File: config.mk
export PLATFORM = sky130hd
export DESIGN_NAME = shifter_operand_unit
export DESIGN_NICKNAME = d
export VERILOG_FILES = /design/src/rtl/shifter_operand_unit.sv
export SDC_FILE = /design/constraint.sdc
export NUM_CORES = 1
export LEC_CHECK = 0
export ABC_AREA = 1
export CAP_MARGIN = 20
export CELL_PAD_IN_SITES_DETAIL_PLACEMENT = 1
export CELL_PAD_IN_SITES_GLOBAL_PLACEMENT = 2
export CORE_ASPECT_RATIO = 0.5
export CORE_MARGIN = 2
export CORE_UTILIZATION = 32
export DETAILED_ROUTE_END_ITERATION = 7
export GPL_TIMING_DRIVEN = 1
export PLACE_DENSITY = 0.95
export SLEW_MARGIN = 15
export SYNTH_ARGS = -nofsm -noshare
export SYNTH_HDL_FRONTEND = slang
export SYNTH_SLANG_ARGS = --single-unit
File: constraint.sdc
create_clock -name clk -period 6 [get_ports clk]
set_clock_uncertainty 0.2 [all_clocks]
set_input_delay 1.5 -clock clk [delete_from_list [all_inputs] [get_ports clk]]
set_output_delay 1.5 -clock clk [all_outputs]
set_load 0.05 [all_outputs]
File: src/rtl/shifter_operand_unit.sv
// Iterative ARM shifter-operand generator (imm rotate, LSL/LSR/ASR/ROR/RRX), STEP bits per clock.
// Optional macro SHIFTER_FASTPATH_EN: zero-count requests bypass the FSM combinationally while idle.
module shifter_operand_unit #(
    parameter int WIDTH = 32,
    parameter int STEP  = 8,
    parameter int AMT_W = 8
) (
    input  logic             clk,
    input  logic             reset_n,
    input  logic             in_valid,
    output logic             in_ready,
    input  logic [2:0]       op,
    input  logic [WIDTH-1:0] operand,
    input  logic [11:0]      imm12,
    input  logic [AMT_W-1:0] amount,
    input  logic             carry_in,
    output logic             out_valid,
    input  logic             out_ready,
    output logic [WIDTH-1:0] result,
    output logic             carry_out,
    output logic             busy,
    output logic [1:0]       state_dbg
);
    // Handshake: a transfer happens on a rising edge where valid && ready; the producer holds
    // its payload stable while valid is high and ready is low; result/carry_out never change in DONE.
    localparam int IW = $clog2(WIDTH);
    localparam int CW = IW + 1;

    typedef enum logic [1:0] {S_IDLE, S_SHIFT, S_DONE} state_t;
    typedef enum logic [2:0] {K_LSL, K_LSR, K_ASR, K_ROR, K_RRX} kind_t;

    state_t           state;
    kind_t            kind;
    logic [WIDTH-1:0] data;
    logic [CW-1:0]    rem;
    logic             c_q, cin_q, zero_c_q;
    logic [WIDTH-1:0] res_q;
    logic             c_out_q, out_valid_q;

    // Request decode: starting data, shift count and the carry to report if the count is zero.
    kind_t            p_kind;
    logic [WIDTH-1:0] p_data;
    logic [CW-1:0]    p_eff;
    logic             p_c, p_zero_c, p_eff0;

    always_comb begin
        p_kind   = K_LSL;
        p_data   = operand;
        p_eff    = '0;
        p_c      = carry_in;
        p_zero_c = 1'b0;
        case (op)
            3'd0: begin
                p_kind = K_ROR;
                p_data = WIDTH'(imm12[7:0]);
                p_eff  = CW'({imm12[11:8], 1'b0} % WIDTH);
                if (imm12[11:8] != 4'd0) p_c = p_data[WIDTH-1];
            end
            3'd2, 3'd3: begin
                p_kind = (op == 3'd2) ? K_LSR : K_ASR;
                if (int'(amount) > WIDTH) begin
                    p_eff    = CW'(WIDTH);
                    p_zero_c = (op == 3'd2);
                end else begin
                    p_eff = CW'(amount);
                end
            end
            3'd4: begin
                p_kind = K_ROR;
                p_eff  = CW'(amount % WIDTH);
                if (amount != '0) p_c = operand[WIDTH-1];
            end
            3'd5: begin
                p_kind = K_RRX;
                p_eff  = CW'(1);
            end
            default: begin
                if (int'(amount) > WIDTH) begin
                    p_eff    = CW'(WIDTH);
                    p_zero_c = 1'b1;
                end else begin
                    p_eff = CW'(amount);
                end
            end
        endcase
        p_eff0 = (p_eff == '0);
    end

    // One iteration: move k = min(STEP, rem) bits and remember the last bit shifted out.
    logic [CW-1:0]    k, wk, km1;
    logic [WIDTH-1:0] step_data;
    logic             step_c;

    always_comb begin
        k         = (rem < CW'(STEP)) ? rem : CW'(STEP);
        wk        = CW'(WIDTH) - k;
        km1       = k - CW'(1);
        step_data = data;
        step_c    = c_q;
        case (kind)
            K_LSL: begin
                step_data = data << k;
                step_c    = data[wk[IW-1:0]];
            end
            K_LSR: begin
                step_data = data >> k;
                step_c    = data[km1[IW-1:0]];
            end
            K_ASR: begin
                step_data = $unsigned($signed(data) >>> k);
                step_c    = data[km1[IW-1:0]];
            end
            K_ROR: begin
                step_data = (data >> k) | (data << wk);
                step_c    = step_data[WIDTH-1];
            end
            default: begin
                step_data = {cin_q, data[WIDTH-1:1]};
                step_c    = data[0];
            end
        endcase
    end

    logic fast_hit;
`ifdef SHIFTER_FASTPATH_EN
    assign fast_hit = (state == S_IDLE) && p_eff0;
`else
    assign fast_hit = 1'b0;
`endif

    assign in_ready  = (state == S_IDLE) && (!fast_hit || out_ready);
    assign out_valid = fast_hit ? in_valid : out_valid_q;
    assign result    = fast_hit ? p_data : res_q;
    assign carry_out = fast_hit ? p_c : c_out_q;
    assign busy      = (state != S_IDLE);
    assign state_dbg = state;

    always_ff @(posedge clk or negedge reset_n) begin
        if (!reset_n) begin
            state       <= S_IDLE;
            kind        <= K_LSL;
            data        <= '0;
            rem         <= '0;
            c_q         <= 1'b0;
            cin_q       <= 1'b0;
            zero_c_q    <= 1'b0;
            res_q       <= '0;
            c_out_q     <= 1'b0;
            out_valid_q <= 1'b0;
        end else begin
            case (state)
                S_IDLE: begin
                    if (in_valid && in_ready && !fast_hit) begin
                        if (p_eff0) begin
                            res_q       <= p_data;
                            c_out_q     <= p_c;
                            out_valid_q <= 1'b1;
                            state       <= S_DONE;
                        end else begin
                            kind     <= p_kind;
                            data     <= p_data;
                            rem      <= p_eff;
                            c_q      <= p_c;
                            cin_q    <= carry_in;
                            zero_c_q <= p_zero_c;
                            state    <= S_SHIFT;
                        end
                    end
                end
                S_SHIFT: begin
                    data <= step_data;
                    c_q  <= step_c;
                    rem  <= rem - k;
                    if (rem == k) begin
                        // Shifts past the width still run WIDTH bits; LSL/LSR then report C=0.
                        res_q       <= step_data;
                        c_out_q     <= zero_c_q ? 1'b0 : step_c;
                        out_valid_q <= 1'b1;
                        state       <= S_DONE;
                    end
                end
                default: begin
                    if (out_ready) begin
                        out_valid_q <= 1'b0;
                        state       <= S_IDLE;
                    end
                end
            endcase
        end
    end
endmodule

After elaboration in Yosys (flattened, before gate mapping) --
Index checks and enable logic that the tools add are counted. W data, S select, Z words.
Word-level totals: register bits after elaboration 79, logic and storage cells 97, input bits 60, output and inout bits 38
Cells by class: reduce and logical (&&, ||, !) cells 19, magnitude comparators 4, eq/ne operators 13, add/sub/neg operators 3, shift operators 4, multiplexer cells 43, bitwise logic cells 2
Operators with widths (count):
- $mux W32 | 6
- $pmux W32 S2 | 2
- $pmux W32 S4 | 1
- $shl A32 B6 Y32 | 2
- $or A32 B32 Y32 | 1
- $shr A32 B6 Y32 | 1
- $sshr A32 B6 Y32 | 1
- $mux W6 | 4
- $pmux W6 S3 | 1
- $mux W1 | 14
- $eq A3 B2 Y1 const B | 4
- $lt A5 B6 Y1 const B | 2
- $pmux W6 S2 | 1
- $bmux W1 S5 | 2
- $mux W2 | 5
- $pmux W3 S3 | 1
- $reduce_and A3 Y1 | 3
- $gt A8 B6 Y1 const B | 1
- $pmux W1 S2 | 4
- $reduce_and A4 Y1 | 2
- $reduce_bool A8 Y1 | 1
- $eq A3 B3 Y1 const B | 2
- $eq A6 B6 Y1 | 1
- $logic_not A3 Y1 | 2
- other kinds (19) | 24

Logic depth before layout (Yosys ltp) --
depth after elaboration 9, gate-level depth with buffers 22, mapped depth without buffers 19

Worst setup path after synthesis --
Ideal clock, no wire load.
path type register to output, start point register state[1] (netlist: state_dbg[1]), end point output busy, slack 2.417 ns, buffers on the path 0, cell stages (with the launch flop) 3, required time 4.300 ns, arrival time 1.883 ns, cells stage by stage dfrtp_1 -> nor2_1 -> inv_1
On the way: word-level cells in the longest chain between the ends 1
RTL lines:
- from (decl) | line 32 | state_t state;
- from (signal assigned) | line 140 | state <= S_IDLE;
- from (signal assigned) | line 158 | state <= S_DONE;
- from (signal assigned) | line 166 | state <= S_SHIFT;
- $reduce_bool A2 Y1 | line 135 | assign busy = (state != S_IDLE);
- to (decl) | line 21 | output logic busy,
Every way passes these cells.

Final worst setup path --
start point input op[0], end point register data[31]
On the way: word-level cells in the longest chain between the ends 5, elaborated cells between the ends (all ways) 11, those cells by class 3 x eq/ne; 5 x mux; 3 x reduce/logical
RTL lines:
- from (decl) | line 12 | input logic [2:0] op,
- $eq A3 B3 Y1 or $logic_not A3 Y1 (tied branches) | line 52 | case (op)
- $pmux W6 S3 or $mux W32 (tied branches) | line 52
- $logic_not A6 Y1 or $mux W32 (tied branches) | line 86, 154
- $ne A2 B2 Y1 (no line) or $mux W32 (tied branches)
- $reduce_and A3 Y1 (no line) or $pmux W32 S2 (tied branches)
- to (signal assigned) | line 161 | data <= p_data;
- to (signal assigned) | line 171 | data <= step_data;
- to (decl) | line 34 | logic [WIDTH-1:0] data;
Several ways; a longest one is shown, not always the timed one. The select of a mux whose other input is x is not followed. A chain may end at the register's enable or synchronous reset.

==> flow_summary.ini <==
[timing]
slew_viol_final = 0
fin_crit_ns = 4.886
min_period_over_period = 0.8143
timing.fmax_ghz = 0.2047
tightest_slew_ns = 0.8340
final-setup-viol-count = 0
fin_tns_setup_ns = 0
slew_headroom = 0.4432
hold_violations = 0
grt_setup_unrepaired = false

[synth]
ys_warn_count = 0
synth-xor-area-share = 0.002999
muxShareOfSynthArea = 0.004798
ys_seq_area_frac = 0.2369
synth_flop_cell = dfrtp_1
synth_most_common_cell = nand2_1
synthSimpleGateAreaFrac = 0.4713
synth_edf_count = 0
yosys_register_bits = 79
synth_cells = 1486
synth_adder_area_share = 0.002999
synth_top_family_by_area = simple AND/OR/NAND/NOR gates
synthTopCellsByCount = nand2_1, nand3_1, o21ai_0, inv_1, nor2_1
syn_area_mm2 = 0.008344
synth.largest_area_cell = nand2_1
synth_area_per_cell_um2 = 5.615
synthTopCellsByArea = nand2_1, dfrtp_1, nand3_1
synth_compound_area_frac = 0.1751
synthesis.nets = 1548
yosys.area.top_type_share = 0.2888
synthDistinctLibCells = 46
async_flop_share = 1.000

[final_layout]
antenna_cells = 0
syn_to_final_growth_pct = 17.54
nets = 1589
drive_gt1_frac = 0.05425

[worst_hold_path]
hp-class = reg -> reg
min_path_cells = 2
holdPathEnd = zero_c_q
hp-start = zero_c_q

[floorplan]
chipHeight_um = 118.2
die_x_um = 232.4
fp.coreArea_mm2 = 0.02539
num_rows = 41
ios = 98
fp.dieArea_mm2 = 0.02746
start_util = 0.3286

[global_routing]
antenna_found_initial = 0
grt_pass1_vias = 10520
grt_pass1_wl_mm = 66.62
grt_usage = 0.3217
grt_remaining_overflow = 0
grt_max_degree = 80

[run_status]
outcome = finished clean

[critical_path]
cp.required_ns = 6.05
ff2ff_path_depth = 14
critPathCaptureType = register
r2r_start = rem[0]
r2r-end = data[10]
r2r_slack_ns = 1.79
worst_ep_arrival_time_ns = 4.94
crit_fanout = 53
critPathKind = in -> reg
crit_path_start_kind = primary input

[clock_network]
cts_buffers = 9
cts_tree = done
ctsHoldBuffers = 0
post_cts_resized = 0
cts_root_buf = clkbuf_16
path_clk_slew_ns = 0.06
cts_sinks = 79
post_cts_buffers = 0
cts_buffer_depth = 2
h-tree-depth = 3
clkLatencyLatePin_ns = 0.34

[routing]
antenna_left = 0
firstDrtPassIters = 5
drt_iter0_drc = 1063
wl_mm = 44.48
vias = 10810
avgViaCountPerCell = 5.769
drc_errors = 0
avgRoutedWirePerCell_um = 23.73

[placement]
routabilityCongestion = 0.9697
place_hpwl_mm = 33.66
port_buffers = 97

[flow_run]
maxCapViolCount = 0
==> cell type report <==
cell class / count / area [um2]
clock buffer: 10 / 239.0
clock inverter: 4 / 95.09
fill: 3450 / 15580
inverter: 118 / 442.9
multi-input combinational: 1204 / 5488
sequential: 79 / 1977
tap: 344 / 430.4
timing repair buffer: 115 / 1136
==> flip-flops by register name (all words and copies together) (netlist names) <==
register,count
result,32
data,32
rem,6
zero_c_q,1
carry_out,1
cin_q,1
state_dbg,2
out_valid,1
kind,3
==> layout by cell type, fill, tap and decap left out, types with 2 or more instances in the layout <==
cell / Yosys / final
clkdlybuf4s50_1: 0 / 96
clkbuf_16: 0 / 9
nor2_8: 3 / 3
inv_1: 102 / 101
bufinv_16: 0 / 3
nand3_4: 3 / 3
nand2_4: 3 / 3
nand2_1: 642 / 642
o22ai_1: 11 / 11
o21ai_2: 2 / 2
nor2_2: 5 / 5
nand3_1: 137 / 137
nand2_2: 8 / 8
o2111ai_1: 3 / 3
nor3_1: 6 / 6
o21ai_1: 63 / 63
o21ai_0: 108 / 108
buf_4: 11 / 17
nor2_4: 3 / 3
nand4_1: 25 / 25
a31oi_1: 3 / 3
a21oi_1: 54 / 54
mux2i_1: 4 / 4
dfrtp_1: 79 / 79
ha_1: 2 / 2
a211oi_1: 2 / 2
inv_2: 16 / 17
nor2_1: 81 / 81
nand3_2: 2 / 2
o211ai_1: 20 / 20
==> worst max-delay path by stage <==
stage	start	endpoint	slack, ns	cells after the start
floorplan	state_dbg[1]	busy	2.42	2
global placement	op[1]	rem[2]	1.08	12
detailed placement	op[0]	rem[2]	0.88	12
CTS	op[1]	rem[4]	1.21	12
global route	op[0]	data[11]	0.85	11
finish	op[0]	data[31]	1.11	12
==> critical path, cell delays in order <==
cell and delay [ns]:
clkdlybuf4s50_1 0.49, nor2_2 0.30, nand2_2 0.50, inv_2 0.34, nand2_1 0.11, nand3_1 0.13, nor2_1 0.07, nand4_1 0.09
nand2_2 0.30, inv_2 0.75, nand2_1 0.17, o21ai_1 0.13
==> layer usage <==
layer	vias up	routed length [um]	global-route usage
met3	44	5042	0.09821
met5	-	0	0
li1	4918	-	-
met1	5356	20290	0.4670
met4	0	792	0.07131
met2	494	18350	0.4615
==> kinds of logic (layout without fill, tap and decap cells) <==
group,Yosys count,in the layout
adder cells (fa/ha/maj),2,2
XOR/XNOR,2,2
buffers and inverters,203,247
AO/OA/AOI/OAI,271,271
other,1,1
multiplexers,4,4
flip-flops,79,79
AND/OR/NAND/NOR,924,924
==> stage by stage <==
stage               instance area (um2)  worst slack, ns    util  instances  hold slack [ns]
global route                       9808           0.8510  0.3863       1874           0.3216
finish                             9808            1.114  0.3863       1874           0.2777
global placement                   9447            1.084  0.3720       1859           0.2646
CTS                                9781            1.208  0.3852       1873           0.2792
floorplan                          8344            2.417       -       1486           0.2434
detailed placement                 9447           0.8803  0.3720       1859           0.2687
Power is left out: the tool's default activity adds up to more than one toggle a clock period on the data nets, which glitch-free logic cannot reach.
